File: config.mk
export PLATFORM = sky130hd
export DESIGN_NAME = toggle_decoder
export DESIGN_NICKNAME = d
export VERILOG_FILES = /design/src/rtl/toggle_decoder.sv
export SDC_FILE = /design/constraint.sdc
export NUM_CORES = 1
export LEC_CHECK = 0
export CAP_MARGIN = 20
export CORE_AREA = 3 3 40 42
export DETAILED_ROUTE_END_ITERATION = 12
export DIE_AREA = 0 0 43 45
export DONT_BUFFER_PORTS = 1
export PLACE_DENSITY = 0.67
export SLEW_MARGIN = 20
export SYNTH_ARGS = -nofsm -noshare
export SYNTH_HDL_FRONTEND = slang
export SYNTH_SLANG_ARGS = --single-unit
export TNS_END_PERCENT = 30
File: constraint.sdc
create_clock -name clk -period 1.75 [get_ports clk]
set_clock_uncertainty 0.1 [all_clocks]
set_input_delay 0.0875 -clock clk [delete_from_list [all_inputs] [get_ports clk]]
set_output_delay 0.0875 -clock clk [all_outputs]
set_load 0.1 [all_outputs]
File: src/rtl/toggle_decoder.sv
// toggle_decoder
//   Receive side of a toggle-encoded (T flip-flop) link. The transmitter inverts
//   k_in once per event, starting from 0 after reset. This block synchronises
//   k_in, turns every detected level change into a one-cycle pulse, counts the
//   events with saturation, and tracks link liveness with a three-state FSM.
//
// Ports
//   clk       in   rising-edge system clock
//   rst       in   synchronous active-high reset
//   k_in      in   toggle-encoded level, asynchronous to clk
//   clr       in   synchronous clear of count/overflow/timer/state (sync chain kept)
//   pulse     out  one-cycle pulse per detected toggle
//   count     out  toggles since rst/clr, saturating at 2**CW-1
//   overflow  out  sticky, set by a toggle while count is saturated
//   active    out  FSM is in ACTIVE
//   timeout   out  FSM is in STALL
module toggle_decoder #(
  parameter int unsigned CW      = 4,
  parameter int unsigned TIMEOUT = 8
) (
  input  logic          clk,
  input  logic          rst,
  input  logic          k_in,
  input  logic          clr,
  output logic          pulse,
  output logic [CW-1:0] count,
  output logic          overflow,
  output logic          active,
  output logic          timeout
);

  localparam int unsigned     TW        = $clog2(TIMEOUT) + 1;
  localparam logic [CW-1:0]   CountMax  = {CW{1'b1}};
  localparam logic [TW-1:0]   TimerLast = TW'(TIMEOUT - 1);

  typedef enum logic [1:0] {StIdle, StActive, StStall} state_e;

  logic          s1_q, s1_d;
  logic          s2_q, s2_d;
  logic          s3_q, s3_d;
  logic          pulse_q, pulse_d;
  logic [CW-1:0] count_q, count_d;
  logic          overflow_q, overflow_d;
  logic [TW-1:0] timer_q, timer_d;
  state_e        state_q, state_d;
  logic          active_q, active_d;
  logic          timeout_q, timeout_d;
  logic          tog_det;

  always_comb begin
    // s1/s2 form the synchroniser; s3 is the previous synchronised level.
    tog_det    = s2_q ^ s3_q;
    s1_d       = k_in;
    s2_d       = s1_q;
    s3_d       = s2_q;
    pulse_d    = tog_det;
    count_d    = count_q;
    overflow_d = overflow_q;
    timer_d    = timer_q;
    state_d    = state_q;

    if (clr) begin
      // Clear wins over a coincident toggle for count/state; pulse is unaffected.
      count_d    = '0;
      overflow_d = 1'b0;
      timer_d    = '0;
      state_d    = StIdle;
    end else begin
      if (tog_det) begin
        if (count_q == CountMax) begin
          overflow_d = 1'b1;
        end else begin
          count_d = count_q + 1'b1;
        end
      end

      case (state_q)
        StIdle: begin
          if (tog_det) begin
            state_d = StActive;
            timer_d = '0;
          end
        end
        StActive: begin
          if (tog_det) begin
            timer_d = '0;
          end else if (timer_q == TimerLast) begin
            // Timer holds here so it can never wrap.
            state_d = StStall;
          end else begin
            timer_d = timer_q + 1'b1;
          end
        end
        StStall: begin
          if (tog_det) begin
            state_d = StActive;
            timer_d = '0;
          end
        end
        default: begin
          state_d = StIdle;
          timer_d = '0;
        end
      endcase
    end

    active_d  = (state_d == StActive);
    timeout_d = (state_d == StStall);
  end

  always_ff @(posedge clk) begin
    if (rst) begin
      s1_q       <= 1'b0;
      s2_q       <= 1'b0;
      s3_q       <= 1'b0;
      pulse_q    <= 1'b0;
      count_q    <= '0;
      overflow_q <= 1'b0;
      timer_q    <= '0;
      state_q    <= StIdle;
      active_q   <= 1'b0;
      timeout_q  <= 1'b0;
    end else begin
      s1_q       <= s1_d;
      s2_q       <= s2_d;
      s3_q       <= s3_d;
      pulse_q    <= pulse_d;
      count_q    <= count_d;
      overflow_q <= overflow_d;
      timer_q    <= timer_d;
      state_q    <= state_d;
      active_q   <= active_d;
      timeout_q  <= timeout_d;
    end
  end

  assign pulse    = pulse_q;
  assign count    = count_q;
  assign overflow = overflow_q;
  assign active   = active_q;
  assign timeout  = timeout_q;

endmodule

Word-level counts from Yosys, hierarchy flattened. Cells that the tools add are included.

Register bits after elaboration: 17. Input port bits: 4. Output and inout port bits: 8. Logic and storage cells: 37.

Add/subtract/negate cells: 2. Equality and inequality tests: 8. Mux-type cells: 9. Bitwise operators: 2. Reduce and logical (&&, ||, !) cells: 6.

Operators with widths (number): $mux 4 (3); $add 4x1->4 const B (2); $mux 2 (4); $pmux 4 s2 (1); $reduce_and 2->1 (3); $eq 2x1->1 const B (2); $eq 2x2->1 const B (2); $eq 4x3->1 const B (1); $eq 4x4->1 const B (1); $pmux 2 s2 (1); $reduce_or 2->1 (2); $ne 3x3->1 const B (1); $logic_not 2->1 (1); $ne 2x1->1 const B (1); $not 1->1 (1); $xor 1x1->1 (1).

Depth between registers and ports, before layout. Gate-level depths: netlist (run 1).

Depth in word-level cells: 6. Mapped depth: 4. Gate-level depth less buffers: 4.

Least setup slack after synthesis (run 1). No wires, ideal clock.

Path type: register to register. Start point: register count_q[0] (netlist: count[0]). End point: register count_q[1] (netlist: count[1]). Setup time: 0.071 ns. Arrival time: 1.742 ns. Required time: 1.579 ns. Path slack: -0.163 ns. Cell stages (with the launch flop): 5. Buffers on the path: 0. Clock period less this slack: 1.913 ns. Path through: dfxtp_1 -> ha_1 -> and3_1 -> o21ai_0 -> a21oi_1.

Cells in the longest elaborated chain, start to end: 3. Elaborated cells between the ends (all ways): 4. Those cells by class: 1 x add/sub; 1 x eq/ne; 1 x bitwise; 1 x reduce/logical.

RTL lines: from (decl) (RTL line 42) `logic [CW-1:0] count_q, count_d;`; from (signal assigned) (RTL line 128) `count_q <= count_d;`; parallel branches: the longest is 3 deep, another holds $add 4x1->4.

Several ways; the timed one is not identified. A chain may end at the register's enable or synchronous reset.

Final worst setup path (run 1).
Start point: register s3_q. End point: register timer_q[3].

Cells in the longest elaborated chain, start to end: 3. Elaborated cells between the ends (all ways): 6. Those cells by class: 2 x eq/ne; 2 x mux; 1 x bitwise; 1 x reduce/logical.

RTL lines: from (decl) (RTL line 40) `logic s3_q, s3_d;`; from (signal assigned) (RTL line 115) `s3_q <= 1'b0;`; from (signal assigned) (RTL line 126) `s3_q <= s3_d;`; $xor 1x1->1 (*) (RTL line 52) `tog_det = s2_q ^ s3_q;`; $mux 4 (tied with other cells) (RTL line 85) `if (tog_det) begin`; $pmux 4 s2 / $reduce_and 2->1 (equally long branches); to (signal assigned) (RTL line 130) `timer_q <= timer_d;`; to (decl) (RTL line 44) `logic [TW-1:0] timer_q, timer_d;`.

Every way passes the cells marked *; elsewhere a longest branch is shown, timed or not.

==> results of run 1 <==
[path summary, 6_finish.rpt]
| path | startpoint | end | slack, ps | depth (start not counted) |
|---|---|---|---|---|
| worst min register to register | s1_q | s2_q | 340 | 1 |
| worst min-delay path | clr | count[0] | 140 | 2 |
| worst max register to register | s3_q | timer_q[3] | 270 | 3 |
| worst max-delay path | s3_q | timer_q[3] | 270 | 3 |
[registers in the layout, indices dropped and copies added (netlist names)]
signal,count
count,4
timer_q,4
state_q,2
active,1
overflow,1
pulse,1
s1_q,1
s2_q,1
s3_q,1
timeout,1
[layout make-up]
class | count | area share (%)
multi-input combinational | 48 | 42.5
tap | 15 | 2.21
timing repair buffer | 11 | 10.6
sequential | 17 | 40.7
inverter | 2 | 0.885
clock buffer | 4 | 3.10
[critical path: stages, from the launching register on]
cell and delay [ps]:
dfxtp_1 350, xnor2_2 500, nand2_4 130, o41ai_2 320
[layout by cell type (no fill, tap or decap), types with 2 or more instances in the layout]
cell type      netlist  layout
dfxtp_1             17      13
buf_4                0       8
a21oi_1              6       6
nor2_1               5       5
nor2b_1              4       4
dfxtp_2              0       4
o21ai_0              3       3
nand3_1              3       3
clkbuf_4             0       3
dlygate4sd3_1        0       3
nand3b_1             2       2
a211oi_1             2       2
inv_1                2       2
o41ai_2              2       2
a31oi_1              2       2
o2111ai_1            2       2
ha_1                 2       2
[where the power goes]
part           total, mW  switching [mW]  internal (mW)  leakage, nW
registers          0.398         0.00526          0.393        0.140
clock network      0.202           0.113         0.0883       0.0150
logic             0.0605          0.0424         0.0181        0.160
total              0.660           0.161          0.500        0.315
[repair_timing]
action	in CTS	in global routing
endpoints found under the setup margin	1	0
hold buffers	3	0
hold endpoints to repair	12	0
gates resized for setup	1	0
[per-stage QoR]
step	setup slack, ps	util, %	std cells	cell area (µm²)	power, mW
floorplan	150	-	70	726	0.454
global placement	51.3	61.1	90	785	0.458
detailed placement	-14.0	61.1	90	785	0.459
CTS	251	66.0	97	848	0.668
global route	126	66.0	97	848	0.692
finish	268	66.0	97	848	0.660
[synth_stat cells (all sizes together), types with 2 or more instances]
| library cell | instances | area share [%] |
|---|---|---|
| inv | 2 | 1.0 |
| a31oi | 2 | 1.7 |
| o311ai | 2 | 3.5 |
| nand3b | 2 | 2.1 |
| dfxtp | 17 | 47 |
| nor2b | 4 | 3.5 |
| a211oi | 2 | 2.1 |
| nand2 | 2 | 2.1 |
| clkbuf | 2 | 1.2 |
| ha | 2 | 3.5 |
| o21ai | 3 | 2.1 |
| o41ai | 3 | 5.7 |
| a21oi | 6 | 4.2 |
| o2111ai | 2 | 2.4 |
| nor2 | 6 | 4.2 |
| nand3 | 3 | 2.1 |
[logic make-up (layout without fill, tap and decap cells)]
kind of cell,after synthesis,after routing
simple gates,22,22
compound gates,21,21
flops,17,17
buf+inv,5,17
fa+ha+maj,2,2
xor+xnor,2,2
mux,1,1
[layer usage]
metal	part of all wire, %	up-vias	track usage, %
li1	-	285	-
met4	0	0	5.42
met2	42	15	22.5
met5	0	-	0
met1	53	245	19.4
met3	4.9	0	3.59
==> impl_metrics.yaml, run 1 <==
outcome:
  outcome: "complete, no violations"
floorplan:
  chipHeight_um: 45
  ioPinCount: 12
  core_area_um2: 1280
  dieArea_um2: 1940
  initial_utilization_pct: 56.1
  num_rows: 13
  die_x_um: 43
yosys:
  ys_types: 31
  ys.flop_type: "dfxtp_1"
  synthMuxAreaShare_pct: 1.39
  syn_area_per_cell_um2: 10.3
  ys_seq_area_share_pct: 47.2
  synth_nets: 76
  ys_async_sr_fraction_pct: 0
  ys_ff_latch: 17
  yosys.area_share.simple_pct: 18.9
  synth_top_family_by_area: "compound AO/OA/AOI/OAI gates"
  syn-instance-count: 70
  synth_edf_count: 0
  synth_area_um2: 721
  synthAdderAreaFrac_pct: 3.47
  yosysWarnings: 0
  synth_xor_area_share_pct: 2.43
  synth_compound_area_share_pct: 22.7
routing:
  viasPerCell: 5.62
  dr.pass1.iters: 4
  drt_iter0_drc: 7
  routed_wl_um: 1230
  vias: 545
  antenna_left: 0
  wire_per_inst_um: 12.7
  drc: 0
place:
  gp_congestion: 0.855
  io_buffers: 0
  dp_hpwl_um: 868
sta:
  fin_crit_sh_pct: 84.7
  fmax_mhz: 675
  setup_tns_ps: 0
  max-slew-margin-rel_pct: 61.5
  final_max_slew_viol_count: 0
  hold_viol_final: 0
  rsz0062_at_grt: "false"
  hold_ws_ps: 145
  min_period_ps: 1480
  setup_viol: 0
  worstMarginPinSlew_ps: 574
finish:
  seqCellArea_um2: 345
  fill_cells: 103
  diodes: 0
  drive_gt1_share_pct: 26.8
  synthToLayoutAreaGrowth_pct: 17.7
  multi_input_area_um2: 360
  final_nets: 89
worst_setup_path:
  worst_setup_path_start_kind: "register"
  path_max_fanout: 11
  required_ps: 1840
  endpoint_kind: "register"
  cp_data_arrival_time_ps: 1570
  criticalPathCategory: "register to register"
clock_tree:
  cts.path.max_buffers: 2
  cts_setup_buffers: 0
  cts_buffers: 3
  cts_tree: "done"
  clkSlewWorstSetupHoldPaths_ps: 90
  cts.htree.levels: 1
  clk_latency_ps: 280
  root_buffer: "clkbuf_4"
  cts.sinks: 17
power:
  cellPowerDensity_nw_per_um2: 778
  leakagePower_nw: 0.315
  irDropWorstVdd_uv: 569
global_route:
  track_usage_pct: 14.4
  grt_start_max_net_pins: 12
  grt_pass1_wl_um: 2120
  grt_pass1_vias: 486
  grt_remaining_overflow: 0
  antenna_found_initial: 0
hold_path:
  hp-class: "primary input to register"
run:
  cap_violations: 0
No activity file was read; power rests on OpenSTA's default activity.
==> run 2, diff against run 1 <==
--- a/config.mk
+++ b/config.mk
@@ -6,11 +6,11 @@
 export NUM_CORES = 1
 export LEC_CHECK = 0
 export CAP_MARGIN = 20
-export CORE_AREA = 3 3 40 42
+export CORE_MARGIN = 3
+export CORE_UTILIZATION = 52
 export DETAILED_ROUTE_END_ITERATION = 12
-export DIE_AREA = 0 0 43 45
 export DONT_BUFFER_PORTS = 1
-export PLACE_DENSITY = 0.67
+export PLACE_DENSITY = 0.68
 export SLEW_MARGIN = 20
 export SYNTH_ARGS = -nofsm -noshare
 export SYNTH_HDL_FRONTEND = slang
==> constraint.sdc (replaced) <==
create_clock -name clk -period 1.3 [get_ports clk]
set_clock_uncertainty 0.1 [all_clocks]
set_input_delay 0.065 -clock clk [delete_from_list [all_inputs] [get_ports clk]]
set_output_delay 0.065 -clock clk [all_outputs]
set_load 0.1 [all_outputs]
==> impl_metrics.yaml, run 2 (synthesized netlist as in run 1, its figures left out) <==
routing:
  drt_iter0_drc: 16
  wire_per_inst_um: 13.3
  viasPerCell: 5.80
  vias: 609
  antenna_left: 0
  drc: 0
  dr.pass1.iters: 4
  routed_wl_um: 1400
finish:
  drive_gt1_share_pct: 37.4
  final_nets: 98
  synthToLayoutAreaGrowth_pct: 29.9
  layout_commonest_cell: "buf_4"
  final_cell_mix: "17 x buf_4, 12 x dfxtp_1, 6 x a21oi_1"
  diodes: 0
  final_cells: 105
  final_area_um2: 936
  fill_cells: 89
worst_setup_path:
  cpPeakStageDelay_ps: 360
  endpoint_kind: "register"
  worst_setup_path_start_kind: "register"
  cp_data_arrival_time_ps: 1390
  criticalPathCategory: "register to register"
  required_ps: 1410
  path_cells: "ha_4 -> and3_4 -> or3_1 -> a21oi_1"
  path_max_fanout: 6
  cpLargestDelayFamily: "simple AND/OR/NAND/NOR gates"
  worst_path_max_delay_cell: "dfxtp_4"
  worst-path-buf-inv: 0
hold_path:
  hp-class: "primary input to register"
clock_tree:
  clkSlewWorstSetupHoldPaths_ps: 90
  cts.path.max_buffers: 2
  clk_latency_ps: 280
  root_buffer: "clkbuf_4"
  cts.sinks: 17
  cts_buffers: 3
  cts_setup_buffers: 0
  cts_tree: "done"
  cts.htree.levels: 1
sta:
  hold_ws_ps: 132
  min_period_ps: 1280
  fin_crit_sh_pct: 98.6
  final_max_slew_viol_count: 0
  setup_tns_ps: 0
  worstMarginPinSlew_ps: 442
  setup_viol: 0
  setup_slack_ps: 17.9
  rsz0062_at_grt: "true"
  hold_viol_final: 0
  fmax_mhz: 780
  max-slew-margin-rel_pct: 70.5
floorplan:
  ioPinCount: 12
  core_area_um2: 1200
  dieArea_um2: 1870
  initial_utilization_pct: 60.0
  chipHeight_um: 43.2
  die_x_um: 43.2
  num_rows: 12
global_route:
  antenna_found_initial: 0
  grt_pass1_wl_um: 2350
  grt_start_max_net_pins: 12
  track_usage_pct: 17.2
  grt_pass1_vias: 557
  grt_remaining_overflow: 0
place:
  place_area_um2: 876
  pre_cts_slack_ps: 25.9
  io_buffers: 0
  dp_hpwl_um: 1000
  gp_congestion: 0.872
  dp_cells: 98
outcome:
  outcome: "complete, no violations"
run:
  cap_violations: 0
power:
  leakagePower_nw: 0.354
  cellPowerDensity_nw_per_um2: 955
  irDropWorstVdd_uv: 852
[run 2: cell count changes in the layout (fill, tap and decap cells not counted), moves of 2 or more]
cell and change:
ha_1 -2, buf_4 +9, dfxtp_2 -2, dfxtp_4 +3
[run 2: what timing repair did]
item | in CTS | in global routing
hold buffers | 3 | 0
setup endpoints to repair | 0 | 6
gates resized for setup | 0 | 2
endpoints found under the hold margin | 12 | 0
[run 2: cell type report]
| class | instances | area, µm² | share of cell area (%) |
|---|---|---|---|
| Clock buffer | 4 | 26.3 | 2.81 |
| Inverter | 2 | 7.51 | 0.802 |
| Multi-Input combinational cell | 48 | 373 | 39.8 |
| Sequential cell | 17 | 354 | 37.8 |
| Tap cell | 14 | 17.5 | 1.87 |
| Timing Repair Buffer | 20 | 158 | 16.8 |
[run 2: power breakdown]
group	total [mW]	leakage [nW]	internal, mW	switching [mW]
Clock	0.272	0.0150	0.119	0.153
Sequential	0.529	0.141	0.524	0.00483
Combinational	0.0931	0.197	0.0305	0.0626
[run 2: final timing paths]
check	slack, ps	depth (start not counted)	startpoint	to
hold reg to reg	360	1	s1_q	s2_q
hold / removal	130	2	clr	count[0]
setup reg to reg	20	4	count[1]	count[0]
setup / recovery	20	4	count[1]	count[0]
[run 2: per-stage QoR]
stage               power, mW  utilization [%]
global placement        0.622             72.9
detailed placement      0.623             72.9
global route            0.940             77.9
CTS                     0.908             77.6
floorplan               0.606                -
finish                  0.894             77.9
[run 2: per-layer routing]
metal / vias up / routed length, µm / track usage [%]
li1: 304 / - / -
met1: 276 / 629 / 19.8
met2: 27 / 652 / 27.7
met3: 2 / 101 / 4.66
met4: 0 / 14 / 10.8
met5: - / 0 / 0
==> run 3, diff against run 2 <==
--- a/config.mk
+++ b/config.mk
@@ -6,11 +6,12 @@
 export NUM_CORES = 1
 export LEC_CHECK = 0
 export CAP_MARGIN = 20
-export CORE_MARGIN = 3
-export CORE_UTILIZATION = 52
+export CORE_AREA = 3 3 40 42
+export CTS_BUF_LIST = sky130_fd_sc_hd__clkbuf_2 sky130_fd_sc_hd__clkbuf_4 sky130_fd_sc_hd__clkbuf_8
 export DETAILED_ROUTE_END_ITERATION = 12
+export DIE_AREA = 0 0 43 45
 export DONT_BUFFER_PORTS = 1
-export PLACE_DENSITY = 0.68
+export PLACE_DENSITY = 0.7
 export SLEW_MARGIN = 20
 export SYNTH_ARGS = -nofsm -noshare
 export SYNTH_HDL_FRONTEND = slang
==> constraint.sdc (replaced) <==
create_clock -name clk -period 1.3 [get_ports clk]
set_clock_uncertainty 0.1 [all_clocks]
set_input_delay 0.39 -clock clk [delete_from_list [all_inputs] [get_ports clk]]
set_output_delay 0.39 -clock clk [all_outputs]
set_load 0.1 [all_outputs]
==> impl_metrics.yaml, run 3 (synthesized netlist as in run 1, its figures left out) <==
place:
  place_area_um2: 963
  io_buffers: 0
  gp_congestion: 0.817
outcome:
  outcome: "complete, but fails checks"
  violations: "setup timing"
worst_setup_path:
  worst_setup_path_start_kind: "register"
  path_max_fanout: 6
  required_ps: 1410
  criticalPathCategory: "register to register"
  path_cells: "ha_4 -> and3_4 -> or3_1 -> a21oi_2"
  endpoint_kind: "register"
  cp_data_arrival_time_ps: 1480
  worst_path_max_delay_cell: "dfxtp_4"
  cpPeakStageDelay_ps: 380
finish:
  multi_input_area_um2: 405
  synthToLayoutAreaGrowth_pct: 53.0
  diodes: 0
  drive_gt1_share_pct: 54.3
  final_cell_mix: "14 x buf_4, 8 x buf_12, 7 x dfxtp_2"
  seqCellArea_um2: 364
  fill_cells: 70
  final_nets: 101
  fin_util_pct: 85.8
  final_area_um2: 1100
  layout_commonest_cell: "buf_4"
global_route:
  grt_pass1_vias: 668
  grt_remaining_overflow: 0
  track_usage_pct: 22.3
  grt_pass1_wl_um: 3120
  grt_start_max_net_pins: 10
  antenna_found_initial: 0
floorplan:
  die_x_um: 43
  core_area_um2: 1280
  ioPinCount: 12
  initial_utilization_pct: 56.1
  num_rows: 13
  dieArea_um2: 1940
  chipHeight_um: 45
sta:
  hold_viol_final: 0
  setup_viol: 8
  setup_slack_ps: -66.3
  worstMarginPinSlew_ps: 375
  fin_crit_sh_pct: 105
  min_period_ps: 1370
  final_max_slew_viol_count: 0
  max-slew-margin-rel_pct: 75.0
  fmax_mhz: 732
  rsz0062_at_grt: "true"
routing:
  wire_per_inst_um: 16.8
  drt_iter0_drc: 10
  drc: 0
  viasPerCell: 5.83
  antenna_left: 0
  routed_wl_um: 1840
  dr.pass1.iters: 4
  vias: 635
hold_path:
  hp-class: "primary input to register"
clock_tree:
  root_buffer: "clkbuf_4"
  cts.htree.levels: 1
  cts_buffers: 3
  clk_latency_ps: 280
  cts.path.max_buffers: 2
  hold_buffers: 0
  clkSlewWorstSetupHoldPaths_ps: 90
  cts_tree: "done"
  cts.sinks: 17
power:
  cellPowerDensity_nw_per_um2: 850
  leakagePower_nw: 0.404
  power_mw: 0.937
  irDropWorstVdd_uv: 814
run:
  cap_violations: 0
==> run 3: layout make-up <==
cell class                      instances  area share [%]
Multi-Input combinational cell         48            36.8
Sequential cell                        17            33.0
Timing Repair Buffer                   23            25.1
Clock buffer                            4            2.72
Tap cell                               15            1.70
Inverter                                2           0.681
==> run 3: critical path, delay by kind of cell, from the launching register on <==
family                     cells  cell delay, ps
adders and majority gates      1             160
AOI/OAI and AO/OA              1             120
DFF                            1             380
and+or+nand+nor                2             540
==> run 3: power by group <==
group	switching (mW)	leakage, nW	internal, mW
logic	0.0667	0.241	0.0478
registers	0.00795	0.144	0.523
clock network	0.153	0.0184	0.140
==> run 3: per-stage QoR <==
step,setup slack [ps],hold WS [ps],setup TNS (ps),std cells
floorplan,-99.0,314,-578,70
global placement,24.9,322,0,102
detailed placement,-15.0,330,-22.1,102
CTS,-55.5,55.1,-183,109
global route,-123,40.3,-682,109
finish,-66.3,62.8,-216,109
==> run 3: timing repair <==
action,in CTS,in global routing
buffers inserted,3,0
resized for setup,17,6
setup endpoints to repair,12,16
pin swaps,0,0
==> run 3: routing by layer <==
layer | vias up | wire length [µm] | track usage (%)
met1 | 296 | 728 | 24.4
met2 | 21 | 941 | 39.8
met3 | 8 | 84 | 5.18
met5 | - | 0 | 0
li1 | 310 | - | -
met4 | 0 | 81 | 12.0
==> run 3: final timing paths <==
check / from / slack, ps / cells past startpoint / to
hold / removal: rst / 60 / 1 / s2_q
setup reg to reg: count[1] / -70 / 4 / count[0]
setup / recovery: count[1] / -70 / 4 / count[0]
hold reg to reg: s1_q / 340 / 1 / s2_q
